`src/rtl/popcount_rr_scheduler_if.sv`:
```
// Request/response bundle for popcount_rr_scheduler: per-requester valid/ready with packed
// operands, plus a tagged valid/ready result port.
interface popcount_rr_scheduler_if #(
    parameter int unsigned NUM_REQ     = 4,
    parameter int unsigned DATA_WIDTH  = 8,
    parameter int unsigned COUNT_WIDTH = 4,
    parameter int unsigned ID_WIDTH    = 2
);
    logic [NUM_REQ-1:0]            req_valid;
    logic [NUM_REQ*DATA_WIDTH-1:0] req_data;
    logic [NUM_REQ-1:0]            req_ready;
    logic                          resp_valid;
    logic                          resp_ready;
    logic [ID_WIDTH-1:0]           resp_id;
    logic [COUNT_WIDTH-1:0]        resp_count;

    modport master (
        output req_valid, req_data, resp_ready,
        input  req_ready, resp_valid, resp_id, resp_count
    );

    modport slave (
        input  req_valid, req_data, resp_ready,
        output req_ready, resp_valid, resp_id, resp_count
    );
endinterface

```
`src/rtl/popcount_rr_scheduler.sv`:
```
// Round-robin scheduler sharing one popcount datapath among NUM_REQ requesters.
// Optional stats counters (total_ones, resp_count_total) via POPCOUNT_RR_SCHEDULER_STATS_EN.
module popcount_rr_scheduler #(
    parameter int unsigned NUM_REQ     = 4,
    parameter int unsigned DATA_WIDTH  = 8,
    parameter int unsigned COUNT_WIDTH = 4,
    parameter int unsigned ID_WIDTH    = 2
) (
    input  logic                   clock,
    input  logic                   reset,
    popcount_rr_scheduler_if.slave bus,
    output logic                   busy
`ifdef POPCOUNT_RR_SCHEDULER_STATS_EN
    ,
    output logic [15:0]            total_ones,
    output logic [15:0]            resp_count_total
`endif
);

    typedef enum logic [1:0] {StIdle, StCount, StResp} state_e;

    state_e                 state_q, state_d;
    logic [ID_WIDTH-1:0]    ptr_q, ptr_d;
    logic [ID_WIDTH-1:0]    lat_id_q, lat_id_d;
    logic [DATA_WIDTH-1:0]  operand_q, operand_d;
    logic [ID_WIDTH-1:0]    resp_id_q, resp_id_d;
    logic [COUNT_WIDTH-1:0] resp_count_q, resp_count_d;

    logic                   grant_any;
    logic [ID_WIDTH-1:0]    grant_idx;
    logic [COUNT_WIDTH-1:0] ones;

    // Lowest valid index at or above ptr wins; otherwise lowest valid index below ptr.
    always_comb begin
        grant_any = 1'b0;
        grant_idx = '0;
        for (int k = int'(NUM_REQ) - 1; k >= 0; k--) begin
            if (bus.req_valid[k] && k < int'(ptr_q)) begin
                grant_any = 1'b1;
                grant_idx = ID_WIDTH'(k);
            end
        end
        for (int k = int'(NUM_REQ) - 1; k >= 0; k--) begin
            if (bus.req_valid[k] && k >= int'(ptr_q)) begin
                grant_any = 1'b1;
                grant_idx = ID_WIDTH'(k);
            end
        end
    end

    always_comb begin
        ones = '0;
        for (int i = 0; i < int'(DATA_WIDTH); i++) begin
            ones = ones + COUNT_WIDTH'(operand_q[i]);
        end
    end

    always_ff @(posedge clock) begin
        if (reset) begin
            state_q      <= StIdle;
            ptr_q        <= '0;
            lat_id_q     <= '0;
            operand_q    <= '0;
            resp_id_q    <= '0;
            resp_count_q <= '0;
        end else begin
            state_q      <= state_d;
            ptr_q        <= ptr_d;
            lat_id_q     <= lat_id_d;
            operand_q    <= operand_d;
            resp_id_q    <= resp_id_d;
            resp_count_q <= resp_count_d;
        end
    end

    always_comb begin
        state_d      = state_q;
        ptr_d        = ptr_q;
        lat_id_d     = lat_id_q;
        operand_d    = operand_q;
        resp_id_d    = resp_id_q;
        resp_count_d = resp_count_q;
        unique case (state_q)
            StIdle: begin
                if (grant_any) begin
                    for (int k = 0; k < int'(NUM_REQ); k++) begin
                        if (grant_idx == ID_WIDTH'(k)) begin
                            operand_d = bus.req_data[k*DATA_WIDTH +: DATA_WIDTH];
                        end
                    end
                    lat_id_d = grant_idx;
                    ptr_d    = (grant_idx == ID_WIDTH'(NUM_REQ - 1)) ? '0 : grant_idx + 1'b1;
                    state_d  = StCount;
                end
            end
            StCount: begin
                resp_count_d = ones;
                resp_id_d    = lat_id_q;
                state_d      = StResp;
            end
            StResp: begin
                if (bus.resp_ready) state_d = StIdle;
            end
            default: state_d = StIdle;
        endcase
    end

    always_comb begin
        bus.req_ready  = '0;
        bus.resp_valid = 1'b0;
        busy           = 1'b0;
        unique case (state_q)
            StIdle: begin
                for (int k = 0; k < int'(NUM_REQ); k++) begin
                    bus.req_ready[k] = grant_any && (grant_idx == ID_WIDTH'(k));
                end
            end
            StCount: busy = 1'b1;
            StResp: begin
                busy           = 1'b1;
                bus.resp_valid = 1'b1;
            end
            default: busy = 1'b1;
        endcase
    end

    assign bus.resp_id    = resp_id_q;
    assign bus.resp_count = resp_count_q;

`ifdef POPCOUNT_RR_SCHEDULER_STATS_EN
    logic [15:0] total_ones_q, total_ones_d;
    logic [15:0] resp_total_q, resp_total_d;
    logic [16:0] ones_sum;
    logic        accepted;

    always_comb begin
        accepted     = (state_q == StResp) && bus.resp_ready;
        ones_sum     = {1'b0, total_ones_q} + 17'(resp_count_q);
        total_ones_d = total_ones_q;
        resp_total_d = resp_total_q;
        if (accepted) begin
            total_ones_d = ones_sum[16] ? 16'hFFFF : ones_sum[15:0];
            resp_total_d = (resp_total_q == 16'hFFFF) ? resp_total_q : resp_total_q + 16'd1;
        end
    end

    always_ff @(posedge clock) begin
        if (reset) begin
            total_ones_q <= '0;
            resp_total_q <= '0;
        end else begin
            total_ones_q <= total_ones_d;
            resp_total_q <= resp_total_d;
        end
    end

    assign total_ones       = total_ones_q;
    assign resp_count_total = resp_total_q;
`endif

endmodule

```
`src/flat_wrapper.sv`:
```
// flat-port wrapper written by rule: the top's interface ports become plain ports
module popcount_rr_scheduler_flat 
#(
    parameter int unsigned NUM_REQ     = 4,
    parameter int unsigned DATA_WIDTH  = 8,
    parameter int unsigned COUNT_WIDTH = 4,
    parameter int unsigned ID_WIDTH    = 2
)
  (clock, reset, busy, bus_req_valid, bus_req_data, bus_resp_ready, bus_req_ready, bus_resp_valid, bus_resp_id, bus_resp_count);
  popcount_rr_scheduler_if #(.NUM_REQ(NUM_REQ), .DATA_WIDTH(DATA_WIDTH), .COUNT_WIDTH(COUNT_WIDTH), .ID_WIDTH(ID_WIDTH)) bus_i ();
  input  logic clock;
  input  logic reset;
  output logic busy;
  input wire logic [$bits(bus_i.req_valid)-1:0] bus_req_valid;
  input wire logic [$bits(bus_i.req_data)-1:0] bus_req_data;
  input wire logic [$bits(bus_i.resp_ready)-1:0] bus_resp_ready;
  output wire logic [$bits(bus_i.req_ready)-1:0] bus_req_ready;
  output wire logic [$bits(bus_i.resp_valid)-1:0] bus_resp_valid;
  output wire logic [$bits(bus_i.resp_id)-1:0] bus_resp_id;
  output wire logic [$bits(bus_i.resp_count)-1:0] bus_resp_count;
  assign bus_i.req_valid = bus_req_valid;
  assign bus_i.req_data = bus_req_data;
  assign bus_i.resp_ready = bus_resp_ready;
  assign bus_req_ready = bus_i.req_ready;
  assign bus_resp_valid = bus_i.resp_valid;
  assign bus_resp_id = bus_i.resp_id;
  assign bus_resp_count = bus_i.resp_count;
  popcount_rr_scheduler #(.NUM_REQ(NUM_REQ), .DATA_WIDTH(DATA_WIDTH), .COUNT_WIDTH(COUNT_WIDTH), .ID_WIDTH(ID_WIDTH)) u_core (.clock(clock), .reset(reset), .bus(bus_i), .busy(busy));
endmodule
```
`config.mk`:
```
export PLATFORM = sky130hd
export DESIGN_NAME = popcount_rr_scheduler_flat
export DESIGN_NICKNAME = d
export VERILOG_FILES = /design/src/rtl/popcount_rr_scheduler_if.sv /design/src/rtl/popcount_rr_scheduler.sv /design/src/flat_wrapper.sv
export SDC_FILE = /design/constraint.sdc
export NUM_CORES = 1
export LEC_CHECK = 0
export BUFFER_PORTS_ARGS = -buffer_cell sky130_fd_sc_hd__buf_4
export CAP_MARGIN = 40
export CORE_AREA = 3 3 59 61
export DETAILED_ROUTE_END_ITERATION = 10
export DIE_AREA = 0 0 62 64
export GPL_ROUTABILITY_DRIVEN = 1
export GPL_TIMING_DRIVEN = 0
export PLACE_DENSITY = 0.75
export SLEW_MARGIN = 10
export SYNTH_ARGS = -nofsm -noshare
export SYNTH_HDL_FRONTEND = slang
export SYNTH_SLANG_ARGS = --single-unit
```
`constraint.sdc`:
```
create_clock -name clock -period 2.66 [get_ports clock]
set_input_delay 0.399 -clock clock [delete_from_list [all_inputs] [get_ports clock]]
set_output_delay 0.399 -clock clock [all_outputs]
set_load 0.1 [all_outputs]
```
==> run summary, run 1 <==
Gate Count Post-Synth = 155
H-tree Lvls = 1
Cells after DPL = 249
Initial antenna violation count = 0
Chip width = 62 µm
Layout cells sized above 1 = 41.0%
Failing checks = negative setup slack
Initial Utilization = 43.8%
Diode count = 0
Placement Setup Slack = -0.184 ns
Unrepaired setup endpoints after global routing = yes
DRT Pass-1 Iters = 4
Grt met1 use = 20.9%
Setup Viol. Count Final = 1
Crit path max fanout = 2
Synth unique cells = 32
DRC viols = 0
Slew Viols, Final = 0
Post-synth EDFFs = 0
Seq/Total Area, Yosys = 30.2%
Minimum clock period = 2.71 ns
Drt wl/cell = 11.9 µm
Post-detailed-placement half-perimeter wirelength = 2.38 mm
Remaining global-route overflow = 0
Rel. slew slack = 60.8%
Syn avg cell area = 8.55 µm²
GRT Max-Usage Layer = met2
GR Util met3 = 2.63%
Yosys warnings = 0
Worst Skew = 0.0101 ns
Vias per cell = 4.72
Drt first-iter violations = 31
Worst-Margin Slew = 0.588 ns
Via count = 1199
Buffers & Inverters on Critical Path = 1
Crit share post-route = 102%
Worst Hold Class = primary input to flop
Async SR Flop Fraction = 0%
Die height = 64 µm
Peak supply drop = 0.000292 V
Critical Path End Type = flop
Delay-heaviest family, CP = adder cells
Worst-Skew Late Latency = 0.31 ns
Final Worst Setup Slack = -0.0484 ns
Yosys reg bits = 20
Most frequent cells in the layout = buf_4 (50), a21oi_1 (21), inv_1 (19), dfxtp_1 (17), nand2_1 (12)
Port bufs = 50
Most common flop cell mapped by yosys = dfxtp_1
Worst setup SP type = flop
Slowest CP cell = fa_1
Clock slew seen by the registers of the worst setup and hold paths = 0.12 ns
Final Hold Viols = 0
Layout area overhead = 40.1%
CTS Root Cell = clkbuf_4
Sequential cell area = 404 µm²
Setup CP Type = flop to flop
P_leak = 0.832 nW
Clock sinks = 20
Routed Antenna Nets = 0
Nets@finish = 261
Core area = 0.00303 mm²
Fmax = 0.369 GHz
MaxCap Viol Count = 0
Row count = 20
CP cell instances = ha_4 > inv_2 > fa_1 > fa_1 > fa_2 > fa_2 > xnor2_1 > nand2_1 > a21oi_1
# IOs = 51
Leading cell type in the layout, fill and taps excluded = buf_4
GRT Util Overall = 16.7%
Global placer's final weighted congestion = 0.779
Syn nets = 205
First-pass GRT wire length = 5.01 mm
CP Data Required Time = 2.90 ns
Footprint of the multi-input gates = 825 µm²
Synth Cell Area = 0.00133 mm²
Outcome = finished, violations left
Worst EP arrival = 2.95 ns
Cell Pwr Density = 664 mW/mm²
Largest net degree at the start of global routing = 12
Die ar. = 0.00397 mm²
Fill cell count = 283
Final wirelength = 3.02 mm
GRT met2 Usage = 26.9%
Fin cells = 254
Max incr delay on CP = 0.50 ns
Vias in the first global route = 1172
Num CTS Buffers = 3
CTS tree = yes
Maximum root-to-sink buffer count = 2
-- layout make-up --
type	count	area share, %
tap	44	2.96
timing repair buffer	52	21.6
sequential	20	21.8
buffer	8	3.23
inverter	20	4.04
multi-input combinational	106	44.4
clock buffer	4	1.95
-- final timing paths --
path | to | slack (ns) | from | depth (start not counted)
setup / recovery | u_core.bus.resp_count[2] | -0.05 | u_core.operand_q[1] | 9
hold / removal | u_core.state_q[1] | 0.35 | bus_resp_ready | 3
setup reg to reg | u_core.bus.resp_count[2] | -0.05 | u_core.operand_q[1] | 9
hold reg to reg | u_core.bus.resp_count[3] | 0.47 | u_core.bus.resp_count[3] | 2
-- power by group --
| part | total [mW] | switching [mW] | internal, mW | leakage (nW) |
|---|---|---|---|---|
| registers | 0.371 | 0.0255 | 0.345 | 0.166 |
| logic | 0.680 | 0.405 | 0.275 | 0.645 |
| clock network | 0.182 | 0.0987 | 0.0836 | 0.0210 |
| total | 1.23 | 0.529 | 0.704 | 0.832 |
-- stage by stage --
| stage | area (µm²) | utilization, % | total power, mW | hold slack, ns | setup TNS [ns] |
|---|---|---|---|---|---|
| floorplan | 1330 | - | 0.869 | 0.432 | 0 |
| global placement | 1760 | 58.1 | 1.01 | 0.442 | -0.195 |
| detailed placement | 1760 | 58.1 | 1.02 | 0.450 | -0.285 |
| CTS | 1850 | 61.1 | 1.23 | 0.340 | -0.0542 |
| global route | 1860 | 61.3 | 1.34 | 0.344 | -0.282 |
| finish | 1860 | 61.3 | 1.23 | 0.349 | -0.0484 |
-- worst min-delay path: stages --
cell and delay, ns:
buf_4 0.07, nand2b_1 0.09, a21oi_1 0.06
-- logic make-up after synthesis --
family / after synthesis / synth area share, %
buffers and inverters: 29 / 10.2
flip-flops: 20 / 30.2
AO/OA/AOI/OAI: 45 / 23.5
AND/OR/NAND/NOR: 38 / 13.9
multiplexers: 11 / 8.88
XOR/XNOR: 1 / 0.661
adder cells (fa/ha/maj): 11 / 12.7
-- state kept, by name, summed over array words and instances (netlist names) --
register	count
u_core.operand_q	8
u_core.state_q	2
u_core.bus.resp_id	2
u_core.lat_id_q	2
u_core.ptr_q	2
u_core.bus.resp_count	4
-- cell usage after synthesis (2+ instances only) --
cell type	count	area share, %
fa_1	4	6.0
nor3_1	2	0.76
ha_1	7	6.6
nor2b_1	2	0.94
nand2_1	12	3.4
a211oi_1	5	2.8
inv_1	20	5.7
buf_2	2	0.76
and2_1	4	1.9
nand2b_1	2	0.94
dfxtp_1	20	30
a21oi_1	21	7.9
a221oi_2	6	6.8
o21ai_0	8	3.0
mux2_2	6	5.1
mux2i_1	5	3.8
clkbuf_1	5	1.4
nor2_1	10	2.8
-- metal layers --
metal,wire length [µm],vias to the layer above
li1,-,641
met1,1340,518
met2,1480,35
met3,136,5
met4,65,0
met5,0,-
-- what timing repair did --
item                       in CTS  in global routing
hold buffers                    0                  0
buffers inserted                2                  0
setup endpoints to repair       5                  5
pin swaps                       1                  1
hold endpoints to repair        0                  0
gates resized for setup        12                  4
Power figures use the tool's default switching activity.
==> run 2, diff against run 1 <==
--- a/config.mk
+++ b/config.mk
@@ -8,11 +8,13 @@
 export BUFFER_PORTS_ARGS = -buffer_cell sky130_fd_sc_hd__buf_4
 export CAP_MARGIN = 40
 export CORE_AREA = 3 3 59 61
+export CTS_BUF_LIST = sky130_fd_sc_hd__clkbuf_4 sky130_fd_sc_hd__clkbuf_8 sky130_fd_sc_hd__clkbuf_16
 export DETAILED_ROUTE_END_ITERATION = 10
 export DIE_AREA = 0 0 62 64
 export GPL_ROUTABILITY_DRIVEN = 1
 export GPL_TIMING_DRIVEN = 0
 export PLACE_DENSITY = 0.75
+export RECOVER_POWER = 100
 export SLEW_MARGIN = 10
 export SYNTH_ARGS = -nofsm -noshare
 export SYNTH_HDL_FRONTEND = slang
==> run 2 against run 1 <==
  * The flow still finishes with violations (negative setup slack)
  * Sequential power hardly changed
  * Register-to-register slack hardly changed
  * Sequential cell count stayed put
  * Global-route usage stayed put
  * Sequential share of layout area is 0.77 points higher
  * Highest routed layer unchanged
  * Clock-buffer cell count stayed put
  * First-iteration DRC count is 23% higher
==> run summary, run 2 (synthesized netlist as in run 1, its figures left out) <==
Outcome = finished, violations left
Failing checks = negative setup slack
Die height = 64 µm (unchanged)
Fmax = 0.370 GHz (about the same)
P_leak = 0.778 nW (-6.5%)
Worst EP arrival = 2.95 ns (about the same)
Sequential cell area = 404 µm² (unchanged)
# IOs = 51 (unchanged)
Row count = 20 (unchanged)
Core area = 0.00303 mm² (unchanged)
Die ar. = 0.00397 mm² (unchanged)
Diode count = 0 (unchanged)
CP cell instances = ha_4 > inv_2 > fa_1 > fa_1 > fa_2 > fa_2 > xnor2_1 > nand2_1 > a21oi_1
Post-detailed-placement half-perimeter wirelength = 2.38 mm (unchanged)
CTS tree = yes
Via count = 1203 (+0.33%)
DRT Pass-1 Iters = 4 (unchanged)
Layout area overhead = 35.3%
Setup CP Type = flop to flop
Nets@finish = 261 (unchanged)
Crit share post-route = 102% (about the same)
Leading cell type in the layout, fill and taps excluded = buf_4
Slew Viols, Final = 0 (unchanged)
Fill cell count = 300 (+6.0%)
H-tree Lvls = 1 (unchanged)
Remaining global-route overflow = 0 (unchanged)
Clock slew seen by the registers of the worst setup and hold paths = 0.12 ns (about the same)
CTS Root Cell = clkbuf_4
Worst-Skew Late Latency = 0.31 ns (about the same)
Port bufs = 50 (unchanged)
Largest net degree at the start of global routing = 12 (unchanged)
Cell Pwr Density = 670 mW/mm² (+0.98%)
Peak supply drop = 0.000286 V (-2.0%)
Max reg flops = 8 (unchanged)
Final Util = 59.2% (-2.1 points)
Final wirelength = 3.03 mm (+0.36%)
Hold_buf cts = 0 (unchanged)
Most frequent cells in the layout = buf_4 (39), a21oi_1 (21), inv_1 (19), dfxtp_1 (17), clkbuf_1 (15)
Worst setup SP type = flop
Slowest CP cell = fa_1
Fin cells = 254 (unchanged)
GRT Util Overall = 16.7% (unchanged)
Drt first-iter violations = 38 (+23%)
Worst Skew = 0.00887 ns (-0.00128 ns)
MaxCap Viol Count = 0 (unchanged)
Final Hold Viols = 0 (unchanged)
First-pass GRT wire length = 5.01 mm (unchanged)
Chip width = 62 µm (unchanged)
Global placer's final weighted congestion = 0.779 (unchanged)
Minimum clock period = 2.71 ns (-0.00227 ns)
Unrepaired setup endpoints after global routing = yes
Vias per cell = 4.74 (+0.33%)
Vias in the first global route = 1172 (unchanged)
Setup Viol. Count Final = 1 (unchanged)
Routed Antenna Nets = 0 (unchanged)
Cells after DPL = 249 (unchanged)
Maximum root-to-sink buffer count = 2 (unchanged)
Largest Register = u_core.operand_q
Rel. slew slack = 22.1% (-39 points)
Critical Path End Type = flop
DRC viols = 0 (unchanged)
Initial Utilization = 43.8% (unchanged)
Max incr delay on CP = 0.50 ns (about the same)
Layout cells sized above 1 = 35.2% (-5.7 points)
Final Worst Setup Slack = -0.0462 ns (+0.00227 ns)
Worst Hold Class = primary input to flop
Tot Pwr = 1.20 mW (-2.5%)
Placement Setup Slack = -0.184 ns (unchanged)
Worst-Margin Slew = 1.17 ns (+0.585 ns)
Num CTS Buffers = 3 (unchanged)
Footprint of the multi-input gates = 825 µm² (unchanged)
Crit path max fanout = 2 (unchanged)
CP Data Required Time = 2.90 ns (about the same)
Drt wl/cell = 11.9 µm (+0.36%)
Initial antenna violation count = 0 (unchanged)
Clock sinks = 20 (unchanged)
run 2: critical path, delay by kind of cell, from the launching register on:
family | cells | cell delay [ns]
compound gates | 1 | 0.14
fa+ha+maj | 5 | 1.91
simple gates | 1 | 0.07
xor+xnor | 1 | 0.14
flops | 1 | 0.36
buf+inv | 1 | 0.03
run 2: routing by layer:
metal	vias to the layer above	wire length (µm)	track usage [%]	share of wire (%)
met2	35	1470	26.9	49
met1	522	1340	20.9	44
met4	0	68	7.96	2.2
li1	641	-	-	-
met5	-	0	0	0
met3	5	143	2.63	4.7
run 2: area by class of cell:
type | count | share of cell area [%]
well taps | 44 | 3.07
flip-flops and latches | 20 | 22.5
repair buffers | 52 | 20.2
inverters | 20 | 4.19
plain buffers | 8 | 2.02
clock buffers | 4 | 2.02
multi-input cells | 106 | 46.0
run 2: metrics by stage:
| stage | hold WS, ns | setup TNS (ns) | instance area [µm²] |
|---|---|---|---|
| after floorplan | 0.432 | 0 | 1330 |
| final | 0.348 | -0.0462 | 1790 |
| after detailed placement | 0.450 | -0.285 | 1760 |
| after global placement | 0.442 | -0.195 | 1760 |
| after CTS | 0.340 | -0.0542 | 1850 |
| after global routing | 0.344 | -0.296 | 1790 |
run 2: what timing repair did:
| action | 4_1_cts | 5_1_grt |
|---|---|---|
| setup endpoints to repair | 5 | 5 |
| pin swaps | 1 | 1 |
| resized for setup | 12 | 4 |
| setup buffers | 2 | 0 |
run 2: path summary, 6_finish.rpt:
kind | startpoint | endpoint | slack, ns | cells after the start
max reg2reg | u_core.operand_q[1] | u_core.bus.resp_count[2] | -0.05 | 9
min reg2reg | u_core.bus.resp_count[3] | u_core.bus.resp_count[3] | 0.46 | 2
min | bus_resp_ready | u_core.state_q[1] | 0.35 | 3
max | u_core.operand_q[1] | u_core.bus.resp_count[2] | -0.05 | 9
run 2: power by group:
part | internal [mW] | switching (mW) | total [mW]
logic | 0.247 | 0.402 | 0.649
registers | 0.345 | 0.0255 | 0.371
clock network | 0.0836 | 0.0987 | 0.182
